===== config.mk =====
export PLATFORM = sky130hd
export DESIGN_NAME = div_seq_param
export DESIGN_NICKNAME = d
export VERILOG_FILES = /design/src/rtl/div_pkg.sv /design/src/rtl/div_step.sv /design/src/rtl/div_seq_param.sv
export SDC_FILE = /design/constraint.sdc
export NUM_CORES = 1
export LEC_CHECK = 0
export CELL_PAD_IN_SITES_DETAIL_PLACEMENT = 2
export CELL_PAD_IN_SITES_GLOBAL_PLACEMENT = 2
export CORE_AREA = 2 2 110 112
export CTS_BUF_LIST = sky130_fd_sc_hd__clkbuf_16
export DETAILED_ROUTE_END_ITERATION = 8
export DIE_AREA = 0 0 112 114
export HOLD_SLACK_MARGIN = 0.1
export PLACE_DENSITY_LB_ADDON = 0.1
export SLEW_MARGIN = 25
export SYNTH_ARGS = -nofsm -noshare
export SYNTH_HDL_FRONTEND = slang
export SYNTH_HIERARCHICAL = 1
export SYNTH_SLANG_ARGS = --single-unit

===== constraint.sdc =====
create_clock -name clk -period 2.25 [get_ports clk]
set_input_delay 0.3375 -clock clk [delete_from_list [all_inputs] [get_ports clk]]
set_output_delay 0.3375 -clock clk [all_outputs]
set_load 0.01 [all_outputs]

===== src/rtl/div_pkg.sv =====
// Shared types and helpers for the sequential divider.
// State enum, magnitude helper, counter-width helper.
package div_pkg;

  localparam int MAX_WIDTH = 32;

  typedef enum logic [1:0] {
    IDLE,
    RUN,
    FIX
  } state_t;

  // Bits needed to hold the values 0..w.
  function automatic int cnt_width(input int w);
    return $clog2(w + 1);
  endfunction

  // Two's-complement magnitude of a value sign-extended to 32 bits.
  // The low w bits hold the magnitude of the original w-bit value.
  function automatic logic [31:0] mag(input logic [31:0] v);
    return v[31] ? (~v + 32'd1) : v;
  endfunction

endpackage


===== src/rtl/div_step.sv =====
// One restoring-division iteration: shift, compare, subtract.
// rem/dq in -> rem_n/dq_n out; dvs is the divisor magnitude.
module div_step #(
  parameter int WIDTH = 8
) (
  input  logic [WIDTH:0]   rem,
  input  logic [WIDTH-1:0] dq,
  input  logic [WIDTH-1:0] dvs,
  output logic [WIDTH:0]   rem_n,
  output logic [WIDTH-1:0] dq_n
);

  localparam int RW = WIDTH + 1;
  localparam int SW = WIDTH + 2;

  logic [WIDTH+1:0] sh;
  logic             ge;

  assign sh = {rem, dq[WIDTH-1]};
  assign ge = (sh >= SW'(dvs));

  always_comb begin
    rem_n = RW'(sh);
    dq_n  = {dq[WIDTH-2:0], 1'b0};
    if (ge) begin
      rem_n = RW'(sh - SW'(dvs));
      dq_n  = {dq[WIDTH-2:0], 1'b1};
    end
  end

endmodule


===== src/rtl/div_seq_param.sv =====
// Sequential restoring divider, one quotient bit per clock.
// start/operands in; busy, done, quotient, remainder, flags out.
module div_seq_param
  import div_pkg::*;
#(
  parameter int WIDTH = 8
) (
  input  logic             clk,
  input  logic             rst,
  input  logic             start,
  input  logic             signed_mode,
  input  logic [WIDTH-1:0] dividend,
  input  logic [WIDTH-1:0] divisor,
  output logic             busy,
  output logic             done,
  output logic [WIDTH-1:0] quotient,
  output logic [WIDTH-1:0] remainder,
  output logic             div_by_zero,
  output logic             overflow
);

  localparam int CW = cnt_width(WIDTH);
  localparam logic [WIDTH-1:0] MINV =
    {1'b1, {(WIDTH-1){1'b0}}};

  state_t           state;
  state_t           state_n;
  logic [CW-1:0]    cnt;
  logic [WIDTH:0]   prem;
  logic [WIDTH:0]   prem_n;
  logic [WIDTH-1:0] dq;
  logic [WIDTH-1:0] dq_n;
  logic [WIDTH-1:0] dvs;
  logic             qneg;
  logic             rneg;
  logic             ovf;

  logic             sa;
  logic             sb;
  logic             zero;
  logic [WIDTH-1:0] a_mag;
  logic [WIDTH-1:0] b_mag;

  always_comb begin
    sa    = signed_mode & dividend[WIDTH-1];
    sb    = signed_mode & divisor[WIDTH-1];
    zero  = (divisor == '0);
    a_mag = dividend;
    b_mag = divisor;
    if (sa) a_mag = WIDTH'(mag(32'($signed(dividend))));
    if (sb) b_mag = WIDTH'(mag(32'($signed(divisor))));
  end

  always_comb begin
    state_n = state;
    unique case (state)
      IDLE: if (start && !zero) state_n = RUN;
      RUN:  if (cnt == CW'(1)) state_n = FIX;
      FIX:  state_n = IDLE;
      default: state_n = IDLE;
    endcase
  end

  always_ff @(posedge clk) begin
    if (rst) state <= IDLE;
    else     state <= state_n;
  end

  div_step #(.WIDTH(WIDTH)) u_step (
    .rem   (prem),
    .dq    (dq),
    .dvs   (dvs),
    .rem_n (prem_n),
    .dq_n  (dq_n)
  );

  always_ff @(posedge clk) begin
    if (rst) begin
      cnt         <= '0;
      prem        <= '0;
      dq          <= '0;
      dvs         <= '0;
      qneg        <= 1'b0;
      rneg        <= 1'b0;
      ovf         <= 1'b0;
      busy        <= 1'b0;
      done        <= 1'b0;
      quotient    <= '0;
      remainder   <= '0;
      div_by_zero <= 1'b0;
      overflow    <= 1'b0;
    end else begin
      done <= 1'b0;
      unique case (state)
        IDLE: begin
          if (start && zero) begin
            quotient    <= '1;
            remainder   <= dividend;
            div_by_zero <= 1'b1;
            overflow    <= 1'b0;
            done        <= 1'b1;
          end else if (start) begin
            dq   <= a_mag;
            dvs  <= b_mag;
            prem <= '0;
            cnt  <= CW'(WIDTH);
            qneg <= sa ^ sb;
            rneg <= sa;
            ovf  <= signed_mode
                    && (dividend == MINV)
                    && (divisor == '1);
            busy <= 1'b1;
          end
        end
        RUN: begin
          prem <= prem_n;
          dq   <= dq_n;
          cnt  <= cnt - CW'(1);
        end
        FIX: begin
          quotient    <= qneg ? -dq : dq;
          remainder   <= rneg ? -prem[WIDTH-1:0]
                              : prem[WIDTH-1:0];
          div_by_zero <= 1'b0;
          overflow    <= ovf;
          done        <= 1'b1;
          busy        <= 1'b0;
        end
        default: ;
      endcase
    end
  end

endmodule


* After elaboration in Yosys (flattened, before gate mapping) *
Cells that the tools add are included.

word-level totals
  register bits after elaboration = 54
  output and inout port bits = 20

cells by class
  $add $sub $neg = 6
  $lt $le $gt $ge = 1
  eq/ne operators = 10
  muxes and demuxes = 33
  bitwise operators = 6
  reductions and logical operators = 14

operators by type and width
  cell                 count
  $mux 8               10
  $pmux 8 s2           3
  $mux 9               3
  $pmux 9 s2           1
  $add 8x1->8 const B  2
  $eq 8x8->1 const B   2
  $neg 8->8            2
  $not 8->8            2
  $ge 10x8->1          1
  $ne 2x2->1 const B   5
  $reduce_and 3->1     3
  $sub 9x8->9          1
  $logic_not 8->1      1
  $mux 4               2
  $pmux 1 s2           4
  $pmux 4 s2           1
  $mux 1               6
  $eq 4x1->1 const B   1
  $logic_and 1x1->1    4
  $mux 2               2
  $pmux 2 s2           1
  $reduce_and 2->1     2
  $reduce_bool 2->1    2
  $sub 4x1->4 const B  1
  7 further kinds      8

* Logic depth before layout (Yosys ltp) *
  depth in word-level cells = 7
  gate-level depth with buffers = 11
  mapped depth without buffers = 10

* Cells and area by module *
The synthesis kept the hierarchy.

modules (own cells, without submodules)
  module         times used  cells each  area an instance (um^2)
  div_seq_param  1           333         2816.5
  div_step       1           83          583.1

* Worst setup path after synthesis *
Ideal clock, no wire load.

  path type = reg-to-reg
  from = reg dq[7]
  to = reg prem[1]
  arrival = 2.090 ns
  slack = 0.043 ns
  cell stages (with the launch flop) = 10
  path buffers = 0
  clock period less this slack = 2.207 ns
  path through = dfxtp_1 inv_1 ha_1 inv_1 fa_1 nand3_1 a21oi_1 nor4b_4 mux2_2 a22o_1

on the way
  cells in the longest elaborated chain, start to end = 3
  elaborated cells on any way between the ends = 4
  classes of those cells = add/sub: 1; order compare: 1; mux: 2

ends and longest elaborated chain
  what                                        line                            RTL
  start, declared                             div_seq_param.sv:31             logic [WIDTH-1:0] dq;
  start signal, assigned                      div_seq_param.sv:103            dq <= a_mag;
  start signal, assigned                      div_seq_param.sv:117            dq <= dq_n;
  $sub 9x8->9 or $ge 10x8->1 (tied branches)  div_step.sv:26, div_step.sv:20
  $mux 9 (*)                                  div_step.sv:25                  if (ge) begin
  named net prem_n[1]                         div_seq_param.sv:30             logic [WIDTH:0] prem_n;
  $pmux 9 s2 (*)                              div_seq_param.sv:94             unique case (state)
  end signal, assigned                        div_seq_param.sv:116            prem <= prem_n;
  end, declared                               div_seq_param.sv:29             logic [WIDTH:0] prem;

The timed path passes the listed nets; every way through them passes the cells marked *.
A chain may end at the register's enable or synchronous reset.

* Worst setup path after layout *
  from = reg dq[7]
  to = reg prem[7]

Same word-level chain as after synthesis.

==> run_results.csv <==
group,metric,value,unit
final_layout,drive_gt1_frac,0.195,
grt,grt_overflow,0,
grt,antenna_found_initial,0,
job,cap_violations,0,
clock_tree,clk_pin_slew_worst_paths,0.08,ns
detailed_routing,firstDrtPassIters,4,
power_and_ir_drop,power,3.48,mW
setup_path,timing.rr.end,"prem[7]",
worst_hold_path,min_path_type,"in2reg",
setup_path,cp_common_cell,"inv_2",
final_layout,regArea,1080,µm²
floorplan,dieArea,12800,µm²
final_layout,multi_input_area,2150,µm²
setup_path,crit_path_max_fanout,4,
synth,syn_inst,416,
timing,tightest_slew,0.579,ns
detailed_routing,drt_iter0_drc,95,
timing,skew,0.00960,ns
grt,grt_pass1_wl,19700,µm
synth,avgSynthCellArea,8.17,µm²
final_layout,insertedDiodeCount,0,
final_layout,fill_cells,1326,
status,status,"finished, final reports clean",
setup_path,crit_path_cell_trace,"inv_2 -> ha_4 -> inv_2 -> fa_2 -> nand3_4 -> a21oi_4 -> nor4b_4 -> buf_4 -> nor2b_4 -> a41oi_2 -> a22o_1",
timing,fmax,0.445,GHz
floorplan,die_w,112,µm
power_and_ir_drop,cellPowerDensity,774,nW/µm²
placement,place_congestion,0.795,
power_and_ir_drop,p_sw,1.20,mW
final_layout,final_nets,523,
synth,synth_flop_cell,"dfxtp_1",
synth,ys_seq_elements,54,
synth,netlist_top_cells_count,"dfxtp_1 (54), nand2_1 (40), nor2_1 (33)",
setup_path,cp-end-kind,"register",
floorplan,die_h,114,µm
timing,slew_violations,0,
setup_path,worstRegToRegCells,11,
timing,worst_hold_slack,0.346,ns
setup_path,worstReg2RegStart,"dq[7]",
power_and_ir_drop,clockPowerShare,0.262,
detailed_routing,drtAntennaViolNets,0,
setup_path,required,2.44,ns
setup_path,crit_slowest_cell,"fa_2",
clock_tree,clockBufferDepth,2,
detailed_routing,avgViaCountPerCell,5.24,
setup_path,worst_path_largest_cell_delay,0.41,ns
final_layout,final_cell_area,4490,µm²
floorplan,fp-row-count,40,
power_and_ir_drop,p_sw_frac,0.346,
placement,dpl_cell_area,4200,µm²
synth,synth_edf_count,0,
power_and_ir_drop,seqPwrFrac,0.317,
power_and_ir_drop,peakVddDrop,0.361,mV
detailed_routing,dr_total_vias,3329,
synth,synth.distinct_cells,61,
synth,yosysWarnings,6,
power_and_ir_drop,p_int,2.27,mW
grt,grt_max_degree,24,
timing,rsz0062_at_grt,"true",
clock_tree,cts-root-buf,"clkbuf_16",
synth,ys_top_cells_by_area,"dfxtp_1 (32%), ha_1 (5.5%), nand2_1 (4.4%)",
synth,synth.top_cell.area_share,0.318,
setup_path,ff2ff_setup_slack,0.005,ns
timing,slew_headroom,0.614,
placement,dp_hpwl,9630,µm
setup_path,critPathKind,"reg2reg",
timing,finalCritPeriodShare,0.998,
power_and_ir_drop,comb_power_share,0.421,
synth,syn-cell-area,3400,µm²
final_layout,utilization,0.383,
synth,synth.most_common_cell,"dfxtp_1",
timing,period_needed,2.25,ns
setup_path,crit_start,"dq[7]",
synth,synth.largest_area_cell,"dfxtp_1",
detailed_routing,wl_per_cell,19.1,µm
clock_tree,clock_latency,0.30,ns
synth,synth_nets,452,
clock_tree,cts_tree,"built",
clock_tree,cts_buffers,5,
setup_path,crit_arrival,2.43,ns
grt,first_global_vias,3663,
synth,synthArstFlopShare,0,
floorplan,ios,40,
floorplan,core-area,11700,µm²
final_layout,syn2layout_area_growth,32.1,%
synth,synth_seq_area_share,0.318,
floorplan,start_util,0.290,
setup_path,crit_end,"prem[7]",
clock_tree,cts_hold_buf,0,
timing,finalHoldViolCount,0,
detailed_routing,drc,0,
detailed_routing,finalWirelength,12200,µm
placement,io_buffers,39,
setup_path,worst_setup_path_start_kind,"register",
clock_tree,clock_sinks,54,
grt,grt.total_usage,0.196,
power_and_ir_drop,static-leakage-power,1.71,nW
clock_tree,htree_levels,2,
timing,setup-violations-final,0,
[power by group through the flow]
stage	combinational, mW	clock (mW)	sequential, mW
2_1_floorplan	0.851	0	1.11
3_3_place_gp	1.20	0	1.12
3_5_place_dp	1.24	0	1.12
4_1_cts	1.29	0.944	1.10
5_1_grt	1.60	0.977	1.12
6_report	1.46	0.911	1.10
[registers in the layout, summed over array words and instances (netlist names), 2 cells and up]
register and cells:
cnt 4, dq 8, dvs 8, prem 9, quotient 8, remainder 8
state 2
[what timing repair did]
action | 4_1_cts | 5_1_grt
pin swaps | 1 | 7
resized for setup | 3 | 21
setup endpoints to repair | 8 | 8
setup buffers | 1 | 3
[through the flow]
stage / instances / TNS (ns) / setup WS [ns]
after floorplan: 416 / 0 / 0.0430
after global placement: 623 / -0.498 / -0.250
after detailed placement: 623 / -1.27 / -0.229
after CTS: 632 / 0 / 0.0292
after global routing: 635 / -0.229 / -0.0899
final: 635 / 0 / 0.00460
[placed cells by master (no fill, tap or decap), types with 4 or more instances in the layout]
cell type        Yosys  layout
a211oi_1            15      15
a21oi_1             26      25
a22o_1               9       9
a311oi_1             5       4
a31oi_1              9       9
buf_4               10      54
clkbuf_16            0       5
clkdlybuf4s50_1      0      38
dfxtp_1             54      52
ha_1                15      12
inv_1               22      20
mux2i_1              6       6
nand2_1             40      40
nand2b_1             5       5
nand3_1             17      16
nor2_1              33      33
nor2b_1              7       6
nor3_1              10      10
nor3b_1              4       4
o21ai_0             11      10
o31ai_1              4       4
o41ai_1              5       5
or3_1                5       5
or3b_2               4       4
xnor2_1             12      12
xor2_1               8       8
[kinds of logic after synthesis]
| family | after synthesis | synth area share |
|---|---|---|
| AOI/OAI and AO/OA | 115 | 0.239 |
| adders and majority gates | 16 | 0.0611 |
| buffers and inverters | 53 | 0.0740 |
| and+or+nand+nor | 151 | 0.236 |
| muxes | 7 | 0.0210 |
| DFF | 54 | 0.318 |
| xor gates and xnor gates | 20 | 0.0515 |
[worst min-delay path by stage]
stage / endpoint / startpoint / depth (start not counted)
final: state[0] / rst / 2
after global routing: state[0] / rst / 2
after CTS: state[0] / rst / 2
after detailed placement: remainder[1] / remainder[1] / 2
after global placement: remainder[1] / remainder[1] / 2
after floorplan: ovf / ovf / 2
[final cells by class]
cell class,count,share of cell area
flip-flops and latches,54,0.241
well taps,147,0.0410
repair buffers,95,0.183
clock buffers,5,0.0279
inverters,22,0.0184
multi-input cells,309,0.479
clock inverters,3,0.00975
[routing by layer]
layer  vias to the layer above  track usage  routed length (µm)  part of all wire
li1                       1641            -                   -                 -
met3                         8       0.0244                 235             0.019
met2                        27        0.373                6430              0.53
met1                      1653        0.238                5400              0.44
met4                         0       0.0390                  87            0.0072
met5                         -            0                   0                 0
[critical path: cells and delay by family, from the launching register on]
family / cells / cell delay [ns]
AOI/OAI and AO/OA: 3 / 0.37
and+or+nand+nor: 3 / 0.61
buffers and inverters: 3 / 0.31
DFF: 1 / 0.33
adders and majority gates: 2 / 0.54
(Power assumes the default switching activity.)
